==> src/rtl/g11620_emu_pkg.sv <==
// Shared definitions for the G11620 sensor emulator: FSM states,
// pattern codes and the noise LFSR (seed, taps, step function).
package g11620_emu_pkg;

  typedef enum logic [2:0] {
    ST_IDLE    = 3'd0,
    ST_INTEG   = 3'd1,
    ST_DELAY   = 3'd2,
    ST_READOUT = 3'd3,
    ST_EOS     = 3'd4
  } state_e;

  localparam logic [1:0] PAT_RAMP  = 2'd0;
  localparam logic [1:0] PAT_FLAT  = 2'd1;
  localparam logic [1:0] PAT_CHECK = 2'd2;
  localparam logic [1:0] PAT_SLOPE = 2'd3;

  localparam logic [15:0] LFSR_SEED = 16'hACE1;
  // Fibonacci taps 16,14,13,11 -> state bits 15,13,12,10
  localparam logic [15:0] LFSR_TAPS = 16'hB400;

  function automatic logic [15:0] lfsr_next(input logic [15:0] s);
    return {s[14:0], ^(s & LFSR_TAPS)};
  endfunction

endpackage

==> src/rtl/g11620_lfsr16.sv <==
// 16-bit Fibonacci LFSR used as a video noise source; steps when en_i.
module g11620_lfsr16
  import g11620_emu_pkg::*;
(
  input  logic        clk,
  input  logic        rst_n,
  input  logic        en_i,
  output logic [15:0] state_o
);

  logic [15:0] state_q;

  // Seeded on reset, advanced only while enabled
  always_ff @(posedge clk) begin
    if (!rst_n)    state_q <= LFSR_SEED;
    else if (en_i) state_q <= lfsr_next(state_q);
  end

  assign state_o = state_q;

endmodule

==> src/rtl/g11620_sensor_emu.sv <==
// G11620 InGaAs linear sensor output-side emulator.
// Integration strobe in; AD_SP pulse, pixel video stream and EOS out.
// Optional noise: define G11620_EMU_NOISE_EN to add LFSR noise to the video.
module g11620_sensor_emu
  import g11620_emu_pkg::*;
#(
  parameter logic [8:0] PIX_NUM    = 9'd511,
  parameter logic [7:0] SP_DELAY   = 8'd4,
  parameter int         DATA_W     = 16,
  parameter int         NOISE_BITS = 4
) (
  input  logic              clk,
  input  logic              rst_n,
  input  logic              reset_i,
  input  logic [1:0]        pattern_i,
  input  logic              clear_i,
  output logic              ad_sp_o,
  output logic              video_valid_o,
  output logic [DATA_W-1:0] video_data_o,
  output logic [8:0]        pix_idx_o,
  output logic              eos_o,
  output logic [31:0]       integ_len_o,
  output logic              overrun_o,
  output logic              busy_o
);

  localparam logic [DATA_W-1:0] DMAX = '1;

  state_e            state_q, state_d;
  logic [31:0]       integ_cnt_q, integ_cnt_d;
  logic [31:0]       integ_len_q, integ_len_d;
  logic [1:0]        pat_q, pat_d;
  logic [7:0]        dly_q, dly_d;
  logic [8:0]        pix_q, pix_d;
  logic              ad_sp_q, ad_sp_d;
  logic              valid_q, valid_d;
  logic              eos_q, eos_d;
  logic              ovr_q, ovr_d, ovr_set;
  logic              busy_q, busy_d;
  logic [DATA_W-1:0] data_q, data_d;
  logic [DATA_W-1:0] pat_v, data_v;
  logic [NOISE_BITS-1:0] noise;

  function automatic logic [DATA_W-1:0] sat33(input logic [32:0] x);
    if (x > 33'(DMAX)) return DMAX;
    return x[DATA_W-1:0];
  endfunction

`ifdef G11620_EMU_NOISE_EN
  logic [15:0] lfsr_q, lfsr_nx;

  // Steps on every edge that presents a sample, so sample 0 sees seed+1 step
  g11620_lfsr16 u_lfsr (
    .clk     (clk),
    .rst_n   (rst_n),
    .en_i    (valid_d),
    .state_o (lfsr_q)
  );

  assign lfsr_nx = lfsr_next(lfsr_q);
  assign noise   = lfsr_nx[NOISE_BITS-1:0];
`else
  assign noise   = '0;
`endif

  // Sequencer: integration timing, AD_SP delay, readout, abort handling
  always_comb begin
    state_d     = state_q;
    integ_cnt_d = integ_cnt_q;
    integ_len_d = integ_len_q;
    pat_d       = pat_q;
    dly_d       = dly_q;
    pix_d       = pix_q;
    ad_sp_d     = 1'b0;
    valid_d     = 1'b0;
    eos_d       = 1'b0;
    ovr_set     = 1'b0;
    case (state_q)
      ST_IDLE: if (reset_i) begin
        state_d     = ST_INTEG;
        integ_cnt_d = 32'd1;
      end
      ST_INTEG: begin
        if (reset_i) begin
          if (integ_cnt_q != 32'hFFFF_FFFF) integ_cnt_d = integ_cnt_q + 32'd1;
        end else begin
          state_d     = ST_DELAY;
          integ_len_d = integ_cnt_q;
          pat_d       = pattern_i;
          dly_d       = 8'd1;
          ad_sp_d     = (SP_DELAY == 8'd1);
        end
      end
      ST_DELAY: begin
        if (reset_i) begin
          state_d     = ST_INTEG;
          integ_cnt_d = 32'd1;
        end else if (ad_sp_q) begin
          state_d = ST_READOUT;
          valid_d = 1'b1;
          pix_d   = '0;
        end else begin
          dly_d   = dly_q + 8'd1;
          ad_sp_d = ((dly_q + 8'd1) == SP_DELAY);
        end
      end
      ST_READOUT: begin
        if (reset_i) begin
          state_d     = ST_INTEG;
          integ_cnt_d = 32'd1;
          ovr_set     = 1'b1;
        end else if (pix_q == PIX_NUM) begin
          state_d = ST_EOS;
          eos_d   = 1'b1;
        end else begin
          pix_d   = pix_q + 9'd1;
          valid_d = 1'b1;
        end
      end
      ST_EOS: begin
        // EOS pulse is already out; a new strobe skips the IDLE cycle
        if (reset_i) begin
          state_d     = ST_INTEG;
          integ_cnt_d = 32'd1;
        end else begin
          state_d = ST_IDLE;
        end
      end
      default: state_d = ST_IDLE;
    endcase
    ovr_d  = ovr_set | (ovr_q & ~clear_i);
    busy_d = (state_d != ST_IDLE);
  end

  // Video value for the sample about to be presented (pix_d, latched pattern)
  always_comb begin
    pat_v = '0;
    case (pat_q)
      PAT_RAMP:  pat_v = DATA_W'(pix_d);
      PAT_FLAT:  pat_v = sat33({1'b0, integ_len_q});
      PAT_CHECK: pat_v = pix_d[0] ? DMAX : '0;
      default:   pat_v = sat33({1'b0, integ_len_q} + 33'(pix_d));
    endcase
    data_v = sat33(33'(pat_v) + 33'(noise));
    data_d = valid_d ? data_v : '0;
  end

  // State and registered outputs
  always_ff @(posedge clk) begin
    if (!rst_n) begin
      state_q     <= ST_IDLE;
      integ_cnt_q <= '0;
      integ_len_q <= '0;
      pat_q       <= '0;
      dly_q       <= '0;
      pix_q       <= '0;
      ad_sp_q     <= 1'b0;
      valid_q     <= 1'b0;
      eos_q       <= 1'b0;
      ovr_q       <= 1'b0;
      busy_q      <= 1'b0;
      data_q      <= '0;
    end else begin
      state_q     <= state_d;
      integ_cnt_q <= integ_cnt_d;
      integ_len_q <= integ_len_d;
      pat_q       <= pat_d;
      dly_q       <= dly_d;
      pix_q       <= pix_d;
      ad_sp_q     <= ad_sp_d;
      valid_q     <= valid_d;
      eos_q       <= eos_d;
      ovr_q       <= ovr_d;
      busy_q      <= busy_d;
      data_q      <= data_d;
    end
  end

  assign ad_sp_o       = ad_sp_q;
  assign video_valid_o = valid_q;
  assign video_data_o  = data_q;
  assign pix_idx_o     = pix_q;
  assign eos_o         = eos_q;
  assign integ_len_o   = integ_len_q;
  assign overrun_o     = ovr_q;
  assign busy_o        = busy_q;

endmodule

==> config.mk <==
export PLATFORM = sky130hd
export DESIGN_NAME = g11620_sensor_emu
export DESIGN_NICKNAME = d
export VERILOG_FILES = /design/src/rtl/g11620_emu_pkg.sv /design/src/rtl/g11620_lfsr16.sv /design/src/rtl/g11620_sensor_emu.sv
export SDC_FILE = /design/constraint.sdc
export NUM_CORES = 1
export LEC_CHECK = 0
export BUFFER_PORTS_ARGS = -buffer_cell sky130_fd_sc_hd__clkbuf_2
export CAP_MARGIN = 20
export CELL_PAD_IN_SITES_DETAIL_PLACEMENT = 1
export CELL_PAD_IN_SITES_GLOBAL_PLACEMENT = 2
export CORE_ASPECT_RATIO = 1.4
export CORE_MARGIN = 4
export CORE_UTILIZATION = 34
export CTS_BUF_LIST = sky130_fd_sc_hd__clkbuf_16
export CTS_CLUSTER_SIZE = 24
export DETAILED_ROUTE_END_ITERATION = 8
export GPL_ROUTABILITY_DRIVEN = 0
export PLACE_DENSITY_LB_ADDON = 0.1
export SKIP_CTS_REPAIR_TIMING = 1
export SLEW_MARGIN = 0
export SYNTH_ARGS = -nofsm -noshare
export SYNTH_HDL_FRONTEND = slang
export SYNTH_HIERARCHICAL = 1
export SYNTH_SLANG_ARGS = --single-unit
export TNS_END_PERCENT = 10
==> constraint.sdc <==
create_clock -name clk -period 5.6 [get_ports clk]
set_clock_uncertainty 0.05 [all_clocks]
set_input_delay 1.12 -clock clk [delete_from_list [all_inputs] [get_ports clk]]
set_output_delay 1.12 -clock clk [all_outputs]
set_load 0.01 [all_outputs]
== Word level (Yosys, flattened, before mapping) ==
Index checks and enable logic that the tools add are counted.

* Bits in registers: 107
* Output and inout bits: 62
* Input bits: 6

* Mux-type cells: 42
* Reduce and logical (&&, ||, !) cells: 13
* Bitwise operators: 7
* Magnitude comparators: 3
* Add/sub/neg operators: 4
* Equal/unequal tests: 15

{| class="wikitable"
|+ Operators with widths
! operator !! count
|-
| $mux W16 || 7
|-
| $mux W32 || 3
|-
| $pmux W32 S2 || 1
|-
| $pmux W16 S3 || 1
|-
| $mux W9 || 4
|-
| $add A32 B9 Y33 || 1
|-
| $gt A33 B16 Y1 const B || 1
|-
| $add A32 B1 Y32 const B || 1
|-
| $gt A32 B16 Y1 const B || 1
|-
| $ne A32 B32 Y1 const B || 1
|-
| $mux W8 || 3
|-
| $mux W3 || 6
|-
| $pmux W9 S2 || 1
|-
| $gt A16 B16 Y1 const B || 1
|-
| $pmux W8 S2 || 1
|-
| $pmux W3 S5 || 1
|-
| $mux W1 || 13
|-
| $ne A2 B2 Y1 const B || 5
|-
| $add A9 B1 Y9 const B || 1
|-
| $eq A9 B9 Y1 const B || 1
|-
| $add A8 B1 Y8 const B || 1
|-
| $eq A8 B3 Y1 const B || 1
|-
| $reduce_and A4 Y1 || 2
|-
| $reduce_or A4 Y1 || 2
|-
| 16 further kinds || 24
|}

== Logic depth before layout (Yosys ltp) ==
Gate-level depths: netlist (run 1).

* Depth after elaboration: 13
* Mapped depth: 17
* Gate-level depth less buffers: 16

== Worst setup path after synthesis (run 1) ==
No wires, ideal clock.

* Path kind: input to register
* From: input port reset_i
* To: register data_q[13] (netlist: video_data_o[13])
* Arrival: 4555 ps
* Slack: 828 ps
* Stages: 16
* Data required time: 5383 ps
* Path buffers: 2
* Setup time: 167 ps
* Cells stage by stage: clkbuf_1 nor2_1 and2_1 a32o_1 a22oi_1 inv_1 fa_1 a211oi_1 o211ai_1 a31oi_1 nor2_1 a21oi_1 o2111ai_1 nor4b_4 buf_6 a41oi_1

* Word-level cells in the longest chain between the ends: 11

{| class="wikitable"
|+ Ends and longest elaborated chain
! what !! line !! text
|-
| start: declaration || g11620_sensor_emu.sv:14 || <nowiki>input logic reset_i,</nowiki>
|-
| $mux W9, on equally long branches || g11620_sensor_emu.sv:108, g11620_sensor_emu.sv:95 ||
|-
| $pmux W9 S2 (*) || g11620_sensor_emu.sv:78 || <nowiki>case (state_q)</nowiki>
|-
| net pix_d[1] || g11620_sensor_emu.sv:34 || <nowiki>logic [8:0] pix_q, pix_d;</nowiki>
|-
| $add A32 B9 Y33 || g11620_sensor_emu.sv:142 || <nowiki>default: pat_v = sat33({1'b0, integ_len_q} + 33'(pix_d));</nowiki>
|-
| $gt A33 B16 Y1 || g11620_sensor_emu.sv:45 || <nowiki>if (x > 33'(DMAX)) return DMAX;</nowiki>
|-
| $mux W1 || g11620_sensor_emu.sv:45 ||
|-
| $mux W1 || g11620_sensor_emu.sv:138 || <nowiki>case (pat_q)</nowiki>
|-
| $mux W16 || g11620_sensor_emu.sv:46 || <nowiki>return x[DATA_W-1:0];</nowiki>
|-
| $pmux W16 S3 (*) || g11620_sensor_emu.sv:138 ||
|-
| $gt A16 B16 Y1 || g11620_sensor_emu.sv:45 ||
|-
| $mux W1 || g11620_sensor_emu.sv:45 ||
|-
| $mux W16 (*) || g11620_sensor_emu.sv:46 ||
|-
| end signal: assignment || g11620_sensor_emu.sv:175 || <nowiki>data_q <= data_d;</nowiki>
|-
| end: declaration || g11620_sensor_emu.sv:40 || <nowiki>logic [DATA_W-1:0] data_q, data_d;</nowiki>
|}

Mark *: on every way through the listed nets, which the timed path passes. The rest lies on a longest branch. The select of a mux whose other input is x is not followed.
A chain may end at the register's enable or synchronous reset.

== Final worst setup path (run 1) ==
* From: input port reset_i
* To: register data_q[2] (netlist: video_data_o[2])

The elaborated chain is that of the path after synthesis.

==> results_dict.tcl, run 1 <==
set metrics [dict create \
    synth_top_flop_cell "dfxtp_1" \
    grt-ovfl-total 0 \
    syn_inst 767 \
    place_ws_ns 0.4976 \
    final_cell_area_um2 6740 \
    firstDrtPassIters 4 \
    hp-class "reg2reg" \
    layout_setup_ws_ns 0.8577 \
    synth_common_cells "nand2_1 (135), dfxtp_1 (107), nor2_1 (60)" \
    slew_headroom_pct 40.46 \
    viasPerCell 5.397 \
    dieArea_um2 19550 \
    ys_warn_count 6 \
    cts_made_buffers 9 \
    worst_pin_slew_ns 0.8918 \
    place_area_um2 6427 \
    pin_count 68 \
    timing.rr.end "video_data_o[2]" \
    worstSetupPathType "in2reg" \
    r2r_setup_slack_ns 1.15 \
    synthMostInstantiatedCell "nand2_1" \
    grt_pass1_vias 5816 \
    cts_root_buf "clkbuf_16" \
    syn_nets 786 \
    end_kind "flop" \
    grt_usage_pct 19.58 \
    remaining_drc_errors 0 \
    worstRegToRegCells 18 \
    hold_start "integ_cnt_q[30]" \
    grt_setup_unrepaired "no" \
    routed_wirelength_mm 18.92 \
    syn_area_um2 5897 \
    antenna_found_initial 0 \
    cts_tree "yes" \
    fillerInstances 2110 \
    vdd_drop_max_mv 0.1179 \
    area_delta_synth_final_pct 14.30 \
    clk_pin_slew_worst_paths_ns 0.08 \
    cts_max_level 3 \
    vias 5667 \
    start_kind "primary input" \
    outcome "finished clean" \
    worstPathArrival_ns 4.90 \
    n_antenna_cell 0 \
    hold_viol_final 0 \
    cp_max_fo 16 \
    synth-edff-count 0 \
    wl_per_cell_um 18.02 \
    ys_seq_elements 107 \
    drv_cap 0 \
    p_leak_nw 2.421 \
    cts.sinks 107 \
    layout-drive-gt1-share_pct 13.57 \
    seq_area_frac_synth_pct 36.33 \
    min_period_ns 4.742 \
    initial_core_util_pct 34.92 \
    port-buffer-count 67 \
    pwr_density_cell_nw_per_um2 215.7 \
    finalCritPeriodShare_pct 84.68 \
    worstHoldEndpoint "integ_cnt_q[30]" \
    syn_avg_cell_area_um2 7.688 \
    cts_buffer_depth 2 \
    synth_cell_types 63 \
    chipWidth_um 119.3 \
    drt_iter0_drc 278 \
    crit_required_ns 5.76 \
    fmax_mhz 210.9 \
    whs_path_depth 2 \
    synth_top_cell_area_share_pct 36.33 \
    grt_max_degree 64 \
    dp.cells 1033 \
    die_height_um 163.8 \
    fin_cells 1050 \
    std_cell_rows 56 \
    drtAntennaViolNets 0 \
    finalSetupViolCount 0 \
    grt_pass1_wl_mm 30.86 \
    nets 832 \
    yosys.area.top_type "dfxtp_1" \
    core_um2 16890 \
    timing.rr.start "state_q[1]" \
    finalSetupTns_ns 0 \
    synthArstFlopShare_pct 0 \
    ys_top_cells_by_area "dfxtp_1 (36%), nand2_1 (8.6%), o21ai_0 (4.7%)" \
    hpwl_mm 14.27 \
    clk_latency_ns 0.36 \
    final_max_slew_viol_count 0 \
]
==> layer usage <==
metal	vias up	track usage, %	routed length [um]
met5	-	0	0
met4	0	8.181	445
met3	32	2.446	449
met2	85	34.81	9510
met1	2736	23.83	8510
li1	2814	-	-
==> layout by cell type (no fill, tap or decap), drive strengths merged, types with 3 or more instances in the layout <==
master / instances
dfxtp: 107
a41oi: 8
nor3b: 7
and4: 4
a31oi: 6
nand4: 17
nand2: 135
or3: 16
nor2b: 15
a211oi: 3
a22oi: 4
nand3b: 3
and2: 17
ha: 12
clkinvlp: 3
or2: 5
mux2i: 4
and3: 15
nand3: 27
a21boi: 36
o211ai: 4
xnor2: 25
buf: 11
nor4: 10
inv: 16
nor3: 22
xor2: 13
clkbuf: 76
o21ai: 57
nor2: 60
a32oi: 4
a21oi: 43
o21a: 4
nand2b: 3
==> how the worst max path moves through the flow <==
stage               startpoint               end  slack [ns]  depth (start not counted)
floorplan              reset_i  video_data_o[13]        0.83                         16
global placement       reset_i   video_data_o[3]        0.62                         18
detailed placement     reset_i   video_data_o[2]        0.50                         16
CTS                    reset_i   video_data_o[2]        0.88                         16
global route           reset_i   video_data_o[3]        0.57                         17
finish                 reset_i   video_data_o[2]        0.86                         16
==> cell type report <==
type                       count  area [um^2]  area share, %
multi-input combinational    604         3536          52.46
sequential                   107         2142          31.78
clock buffer                   9        225.2          3.341
inverter                      13        48.80         0.7240
timing repair buffer          78        437.9          6.497
clock inverter                 7        60.06         0.8910
tap                          232        290.3          4.307
==> where the power goes <==
part / switching (W) / internal (W)
clock network: 0.000323 / 0.000309
logic: 0.0000323 / 0.0000176
registers: 0.00000773 / 0.000763
==> sequential cells by signal, indices dropped and copies added (netlist names) <==
name / cells
dly_q: 8
eos_o: 1
ad_sp_o: 1
state_q: 3
busy_o: 1
integ_cnt_q: 32
integ_len_o: 32
pix_idx_o: 9
video_valid_o: 1
pat_q: 2
video_data_o: 16
overrun_o: 1
==> critical path, cell delays in order <==
cell       delay (ns)
clkbuf_2         0.22
nor2_1           0.16
and2_1           0.24
a32o_1           0.26
a22oi_1          0.31
inv_1            0.15
ha_1             0.32
a211oi_1         0.09
o21ai_2          0.29
a21oi_2          0.19
or3_1            0.40
a221oi_2         0.28
o2111ai_1        0.19
nor4b_4          0.24
buf_4            0.27
a41oi_1          0.16
==> cell families after synthesis <==
group,Yosys count,share of synthesized area [%]
and+or+nand+nor,363,30.47
AOI/OAI and AO/OA,186,20.22
DFF,107,36.32
buffers and inverters,56,3.777
xor gates and xnor gates,38,5.644
adders and majority gates,13,2.886
muxes,4,0.6790
==> metrics by stage <==
step | total power [W] | utilization [%] | hold WS, ns
2_1_floorplan | 0.0008210 | - | 0.4046
3_3_place_gp | 0.0008367 | 38.06 | 0.4338
3_5_place_dp | 0.0008379 | 38.06 | 0.4528
4_1_cts | 0.001474 | 39.75 | 0.4639
5_1_grt | 0.001520 | 39.92 | 0.4905
6_report | 0.001454 | 39.92 | 0.4621
Note: power is estimated with default switching activity, not from simulation.
==> run 2, diff against run 1 <==
--- a/config.mk
+++ b/config.mk
@@ -5,13 +5,14 @@
 export SDC_FILE = /design/constraint.sdc
 export NUM_CORES = 1
 export LEC_CHECK = 0
+export ABC_AREA = 1
 export BUFFER_PORTS_ARGS = -buffer_cell sky130_fd_sc_hd__clkbuf_2
 export CAP_MARGIN = 20
 export CELL_PAD_IN_SITES_DETAIL_PLACEMENT = 1
 export CELL_PAD_IN_SITES_GLOBAL_PLACEMENT = 2
 export CORE_ASPECT_RATIO = 1.4
 export CORE_MARGIN = 4
-export CORE_UTILIZATION = 34
+export CORE_UTILIZATION = 32
 export CTS_BUF_LIST = sky130_fd_sc_hd__clkbuf_16
 export CTS_CLUSTER_SIZE = 24
 export DETAILED_ROUTE_END_ITERATION = 8
==> constraint.sdc (replaced) <==
create_clock -name clk -period 4.95 [get_ports clk]
set_clock_uncertainty 0.05 [all_clocks]
set_input_delay 0.99 -clock clk [delete_from_list [all_inputs] [get_ports clk]]
set_output_delay 0.99 -clock clk [all_outputs]
set_load 0.01 [all_outputs]
==> run 2 against run 1 <==
- routed wire length grew 30%
- cell area rose by 12%
- utilization decreased by 2.4 points
- non-clock buffer count down 3
- sequential share of layout area shrank 3.3 points
- global-route usage is 2.2 points higher
- clock-buffer cell count did not move
- combinational power grew to 5.2 times the previous value
- sequential power is 21% higher
- first-iteration DRC count up 5.8%
- highest routed layer unchanged
==> results_dict.tcl, run 2 <==
set metrics [dict create \
    outcome "finished clean" \
    hpwl_mm 19.50 \
    synthArstFlopShare_pct 0 \
    clk_latency_ns 0.36 \
    hp-class "reg2reg" \
    final_max_slew_viol_count 0 \
    pin_count 68 \
    pwr_density_cell_nw_per_um2 260.9 \
    remaining_drc_errors 0 \
    r2r_setup_slack_ns 0.43 \
    vdd_drop_max_mv 0.1465 \
    hold_viol_final 0 \
    syn_avg_cell_area_um2 6.385 \
    ys_warn_count 6 \
    finalCritPeriodShare_pct 91.36 \
    hold_start "integ_cnt_q[5]" \
    grt_pass1_wl_mm 39.01 \
    wl_per_cell_um 18.21 \
    grt_setup_unrepaired "no" \
    viasPerCell 5.145 \
    core_um2 20070 \
    synth_cell_types 39 \
    cts_made_buffers 9 \
    synth-edff-count 0 \
    cts_buffer_depth 2 \
    chipWidth_um 129.4 \
    seq_area_frac_synth_pct 32.44 \
    layout_commonest_cell "nand2_1" \
    cts_max_level 3 \
    cp_max_fo 7 \
    timing.rr.end "video_data_o[3]" \
    fmax_mhz 221.1 \
    drtAntennaViolNets 0 \
    synth_top_cell_area_share_pct 32.44 \
    start_kind "flop" \
    grt_max_degree 44 \
    post-route-util_pct 37.51 \
    finalSetupViolCount 0 \
    worstSetupPathType "reg2reg" \
    routed_wirelength_mm 24.60 \
    antenna_found_initial 0 \
    firstDrtPassIters 4 \
    layout_common_cells "nand2_1 (248), inv_1 (125), dfxtp_1 (107)" \
    die_height_um 178.0 \
    cts.sinks 107 \
    cpMaxStageDelayCell "dfxtp_1" \
    cp_top_family "simple AND/OR/NAND/NOR gates" \
    crit_required_ns 5.16 \
    cp_slowest_stage_delay_ns 0.44 \
    ys_top_cells_by_area "dfxtp_1 (32%), nand2_1 (14%), inv_1 (7.1%)" \
    fin_cells 1351 \
    std_cell_rows 61 \
    cts_root_buf "clkbuf_16" \
    worstPathArrival_ns 4.73 \
    timing.rr.start "pix_idx_o[0]" \
    initial_core_util_pct 32.89 \
    syn_nets 1053 \
    n_antenna_cell 0 \
    port-buffer-count 67 \
    grt_usage_pct 21.79 \
    worst_pin_slew_ns 0.8505 \
    synth_top_flop_cell "dfxtp_1" \
    cts_tree "yes" \
    layout-drive-gt1-share_pct 11.83 \
    worst_path_most_repeated_cell "nand2_1" \
    worstHoldEndpoint "integ_cnt_q[5]" \
    area_delta_synth_final_pct 14.04 \
    min_period_ns 4.522 \
    clk_pin_slew_worst_paths_ns 0.08 \
    drv_cap 0 \
    yosys.area.top_type "dfxtp_1" \
    ys_seq_elements 107 \
    critPathBufInv 1 \
    slew_headroom_pct 43.09 \
    whs_path_depth 1 \
    drt_iter0_drc 294 \
    vias 6951 \
    synthMostInstantiatedCell "nand2_1" \
    p_leak_nw 3.187 \
    grt-ovfl-total 0 \
    worstRegToRegCells 27 \
    dieArea_um2 23030 \
    dp.cells 1333 \
    end_kind "flop" \
    total_power_w 0.001965 \
    syn_inst 1034 \
    syn_area_um2 6603 \
    synth_common_cells "nand2_1 (248), inv_1 (125), dfxtp_1 (107)" \
    hold_ws_ns 0.3993 \
    nets 1113 \
    grt_pass1_vias 7070 \
]
run 2: cell count changes in the layout (fill, tap and decap cells not counted), moves of 16 or more:
| cell | delta |
|---|---|
| nand2_1 | +113 |
| inv_1 | +112 |
| and2_1 | -16 |
| or3_1 | -16 |
| o21ai_0 | +20 |
| a21oi_1 | +36 |
| nor2_1 | +45 |
| nor3_1 | +27 |
| a21boi_0 | -36 |
| nand3_1 | +31 |
run 2: how the worst max path moves through the flow:
stage | from | end | slack, ns | cells past startpoint
4_1_cts | pix_idx_o[0] | video_data_o[3] | 0.23 | 27
3_5_place_dp | reset_i | video_data_o[3] | -0.05 | 25
3_3_place_gp | reset_i | video_data_o[6] | 0.05 | 25
5_1_grt | pix_idx_o[0] | video_data_o[5] | 0.03 | 27
2_1_floorplan | reset_i | video_data_o[8] | 0.90 | 26
6_report | pix_idx_o[0] | video_data_o[3] | 0.43 | 27
run 2: layer usage:
metal  global-route usage [%]  vias to the layer above  routed length [um]
li1                         -                     3507                   -
met4                    5.298                        0                 301
met5                        0                        -                   0
met3                    2.319                       17                 474
met1                    26.45                     3352               10680
met2                    40.53                       75               13150
run 2: report_power, final:
group | switching [W] | total (W) | internal, W
Combinational | 0.000180 | 0.000257 | 0.0000769
Sequential | 0.0000507 | 0.000936 | 0.000885
Clock | 0.000370 | 0.000771 | 0.000402
Total | 0.000601 | 0.00196 | 0.00136
run 2: cell families after synthesis:
group	count (synthesis)	share of synthesized area [%]
AND/OR/NAND/NOR	541	36.74
flip-flops	107	32.44
buffers and inverters	159	9.134
AO/OA/AOI/OAI	175	13.93
XOR/XNOR	39	5.173
adder cells (fa/ha/maj)	13	2.577
run 2: stage by stage:
step	area [um^2]	setup TNS, ns	worst slack, ns
6_report	7530	0	0.4278
5_1_grt	7530	0	0.03199
4_1_cts	7502	0	0.2287
3_5_place_dp	7194	-0.1655	-0.05254
3_3_place_gp	7194	0	0.04882
2_1_floorplan	6603	0	0.9031
run 2: final cells by class:
class	instances	area [um^2]
Clock buffer	9	225.2
Sequential cell	107	2142
Timing Repair Buffer	75	395.4
Tap cell	252	315.3
Fill cell	2657	12540
Multi-Input combinational cell	768	3870
Clock inverter	7	82.58
Inverter	133	499.2
==> run 3, diff against run 2 <==
--- a/config.mk
+++ b/config.mk
@@ -5,14 +5,13 @@
 export SDC_FILE = /design/constraint.sdc
 export NUM_CORES = 1
 export LEC_CHECK = 0
-export ABC_AREA = 1
 export BUFFER_PORTS_ARGS = -buffer_cell sky130_fd_sc_hd__clkbuf_2
 export CAP_MARGIN = 20
 export CELL_PAD_IN_SITES_DETAIL_PLACEMENT = 1
 export CELL_PAD_IN_SITES_GLOBAL_PLACEMENT = 2
 export CORE_ASPECT_RATIO = 1.4
 export CORE_MARGIN = 4
-export CORE_UTILIZATION = 32
+export CORE_UTILIZATION = 34
 export CTS_BUF_LIST = sky130_fd_sc_hd__clkbuf_16
 export CTS_CLUSTER_SIZE = 24
 export DETAILED_ROUTE_END_ITERATION = 8
==> run 3 against run 2 <==
- global-route usage decreased by 2.4 points
- via count decreased by 17%
- non-clock buffer count increased by 9
- setup slack improved by 0.080 ns
- flip-flop and latch count unchanged
- highest routed layer unchanged
==> results_dict.tcl, run 3 (synthesized netlist as in run 1, its figures left out) <==
set metrics [dict create \
    outcome "finished clean" \
    clock_power_share_pct 43.9 \
    hold_ws_ns 0.4457 \
    finalCritPeriodShare_pct 89.74 \
    cts_tree "yes" \
    drtAntennaViolNets 0 \
    cts_max_level 3 \
    wl_per_cell_um 17.58 \
    cp_max_fo 16 \
    grt-ovfl-total 0 \
    vdd_drop_max_mv 0.1535 \
    hold_start "integ_cnt_q[9]" \
    layout_setup_ws_ns 0.5080 \
    remaining_drc_errors 0 \
    end_kind "flop" \
    final_max_slew_viol_count 0 \
    grt_pass1_wl_mm 31.21 \
    crit_required_ns 5.10 \
    worstSetupPathType "in2reg" \
    antenna_found_initial 0 \
    p_int_w 0.001241 \
    viasPerCell 5.456 \
    hpwl_mm 14.14 \
    slew_headroom_pct 34.32 \
    layout-drive-gt1-share_pct 14.20 \
    routed_wirelength_mm 18.57 \
    start_kind "primary input" \
    hold_viol_final 0 \
    initial_core_util_pct 34.92 \
    pin_count 68 \
    firstDrtPassIters 4 \
    switching_power_w 0.0004170 \
    place_area_um2 6472 \
    comb_power_share_pct 3.5 \
    n_antenna_cell 0 \
    final_cell_area_um2 6794 \
    cts_root_buf "clkbuf_16" \
    post-route-util_pct 40.23 \
    finalSetupViolCount 0 \
    hp-class "reg2reg" \
    worstSetupStartpoint "reset_i" \
    layout_common_cells "nand2_1 (135), dfxtp_1 (107), clkbuf_2 (67)" \
    die_height_um 163.8 \
    cts_buffer_depth 2 \
    switching_share_pct 25.15 \
    cts.sinks 107 \
    nets 838 \
    drv_cap 0 \
    std_cell_rows 56 \
    clk_pin_slew_worst_paths_ns 0.08 \
    grt_max_degree 63 \
    grt_setup_unrepaired "no" \
    grt_pass1_vias 5918 \
    timing.rr.start "state_q[0]" \
    chipWidth_um 119.3 \
    grt_usage_pct 19.41 \
    fillerInstances 2112 \
    p_leak_nw 2.464 \
    drt_iter0_drc 208 \
    area_delta_synth_final_pct 15.21 \
    min_period_ns 4.442 \
    finalSetupTns_ns 0 \
    vias 5762 \
    clk_latency_ns 0.35 \
    worstPathArrival_ns 4.59 \
    pwr-share-seq_pct 52.6 \
    worst_pin_slew_ns 0.9698 \
    port-buffer-count 67 \
    layout_commonest_cell "nand2_1" \
    fmax_mhz 225.1 \
    core_um2 16890 \
    cts_made_buffers 9 \
    place_ws_ns 0.1160 \
    pwr_density_cell_nw_per_um2 244.0 \
    dieArea_um2 19550 \
]
==> run 3: cell count changes in the layout (fill, tap and decap cells not counted), sizes merged, moves of 16 or more <==
cell	delta
or3	+16
nor2	-58
nand2	-122
and2	+16
o21ai	-19
nor3	-30
a21oi	-36
inv	-117
nand3	-35
a21boi	+36
==> run 3: cell type report <==
type,instances,area (um^2),area share (%)
clock inverter,7,68.82,1.013
multi-input combinational,604,3536,52.04
tap,232,290.3,4.273
inverter,13,48.80,0.7182
clock buffer,9,225.2,3.315
timing repair buffer,84,483.0,7.109
sequential,107,2142,31.53
==> run 3: critical path, cell delays in order <==
cell       delay, ns
clkbuf_2        0.10
nor4bb_1        0.37
and2_1          0.22
a31oi_1         0.10
a211oi_1        0.48
ha_1            0.35
a21oi_1         0.13
o21ai_1         0.20
a21oi_2         0.12
or3_1           0.40
a221oi_2        0.28
o2111ai_1       0.19
nor4b_4         0.23
buf_4           0.26
a41oi_1         0.14
==> run 3: metrics by stage <==
stage	power, W	std cells
5_1_grt	0.001732	1056
3_5_place_dp	0.0009490	1039
6_report	0.001658	1056
2_1_floorplan	0.0009288	767
3_3_place_gp	0.0009480	1039
4_1_cts	0.001687	1055
==> run 3: final timing paths <==
| check | to | depth (start not counted) | slack (ns) |
|---|---|---|---|
| worst max-delay path | video_data_o[3] | 15 | 0.51 |
| worst min-delay path | integ_len_o[9] | 2 | 0.45 |
| worst max register to register | video_data_o[3] | 14 | 0.54 |
| worst min register to register | integ_len_o[9] | 2 | 0.45 |
==> run 3: layer usage <==
metal / global-route usage (%) / vias to the layer above / routed length (um)
li1: - / 2807 / -
met3: 2.928 / 26 / 545
met1: 24.03 / 2840 / 8325
met5: 0 / - / 0
met4: 5.576 / 0 / 325
met2: 34.89 / 89 / 9369
==> run 3: power groups by stage <==
stage / clock network, W / registers (W) / logic, W
detailed placement: 0 / 0.000892 / 0.0000571
CTS: 0.000758 / 0.000872 / 0.0000573
floorplan: 0 / 0.000888 / 0.0000411
global route: 0.000793 / 0.000873 / 0.0000659
finish: 0.000728 / 0.000871 / 0.0000581
global placement: 0 / 0.000892 / 0.0000562
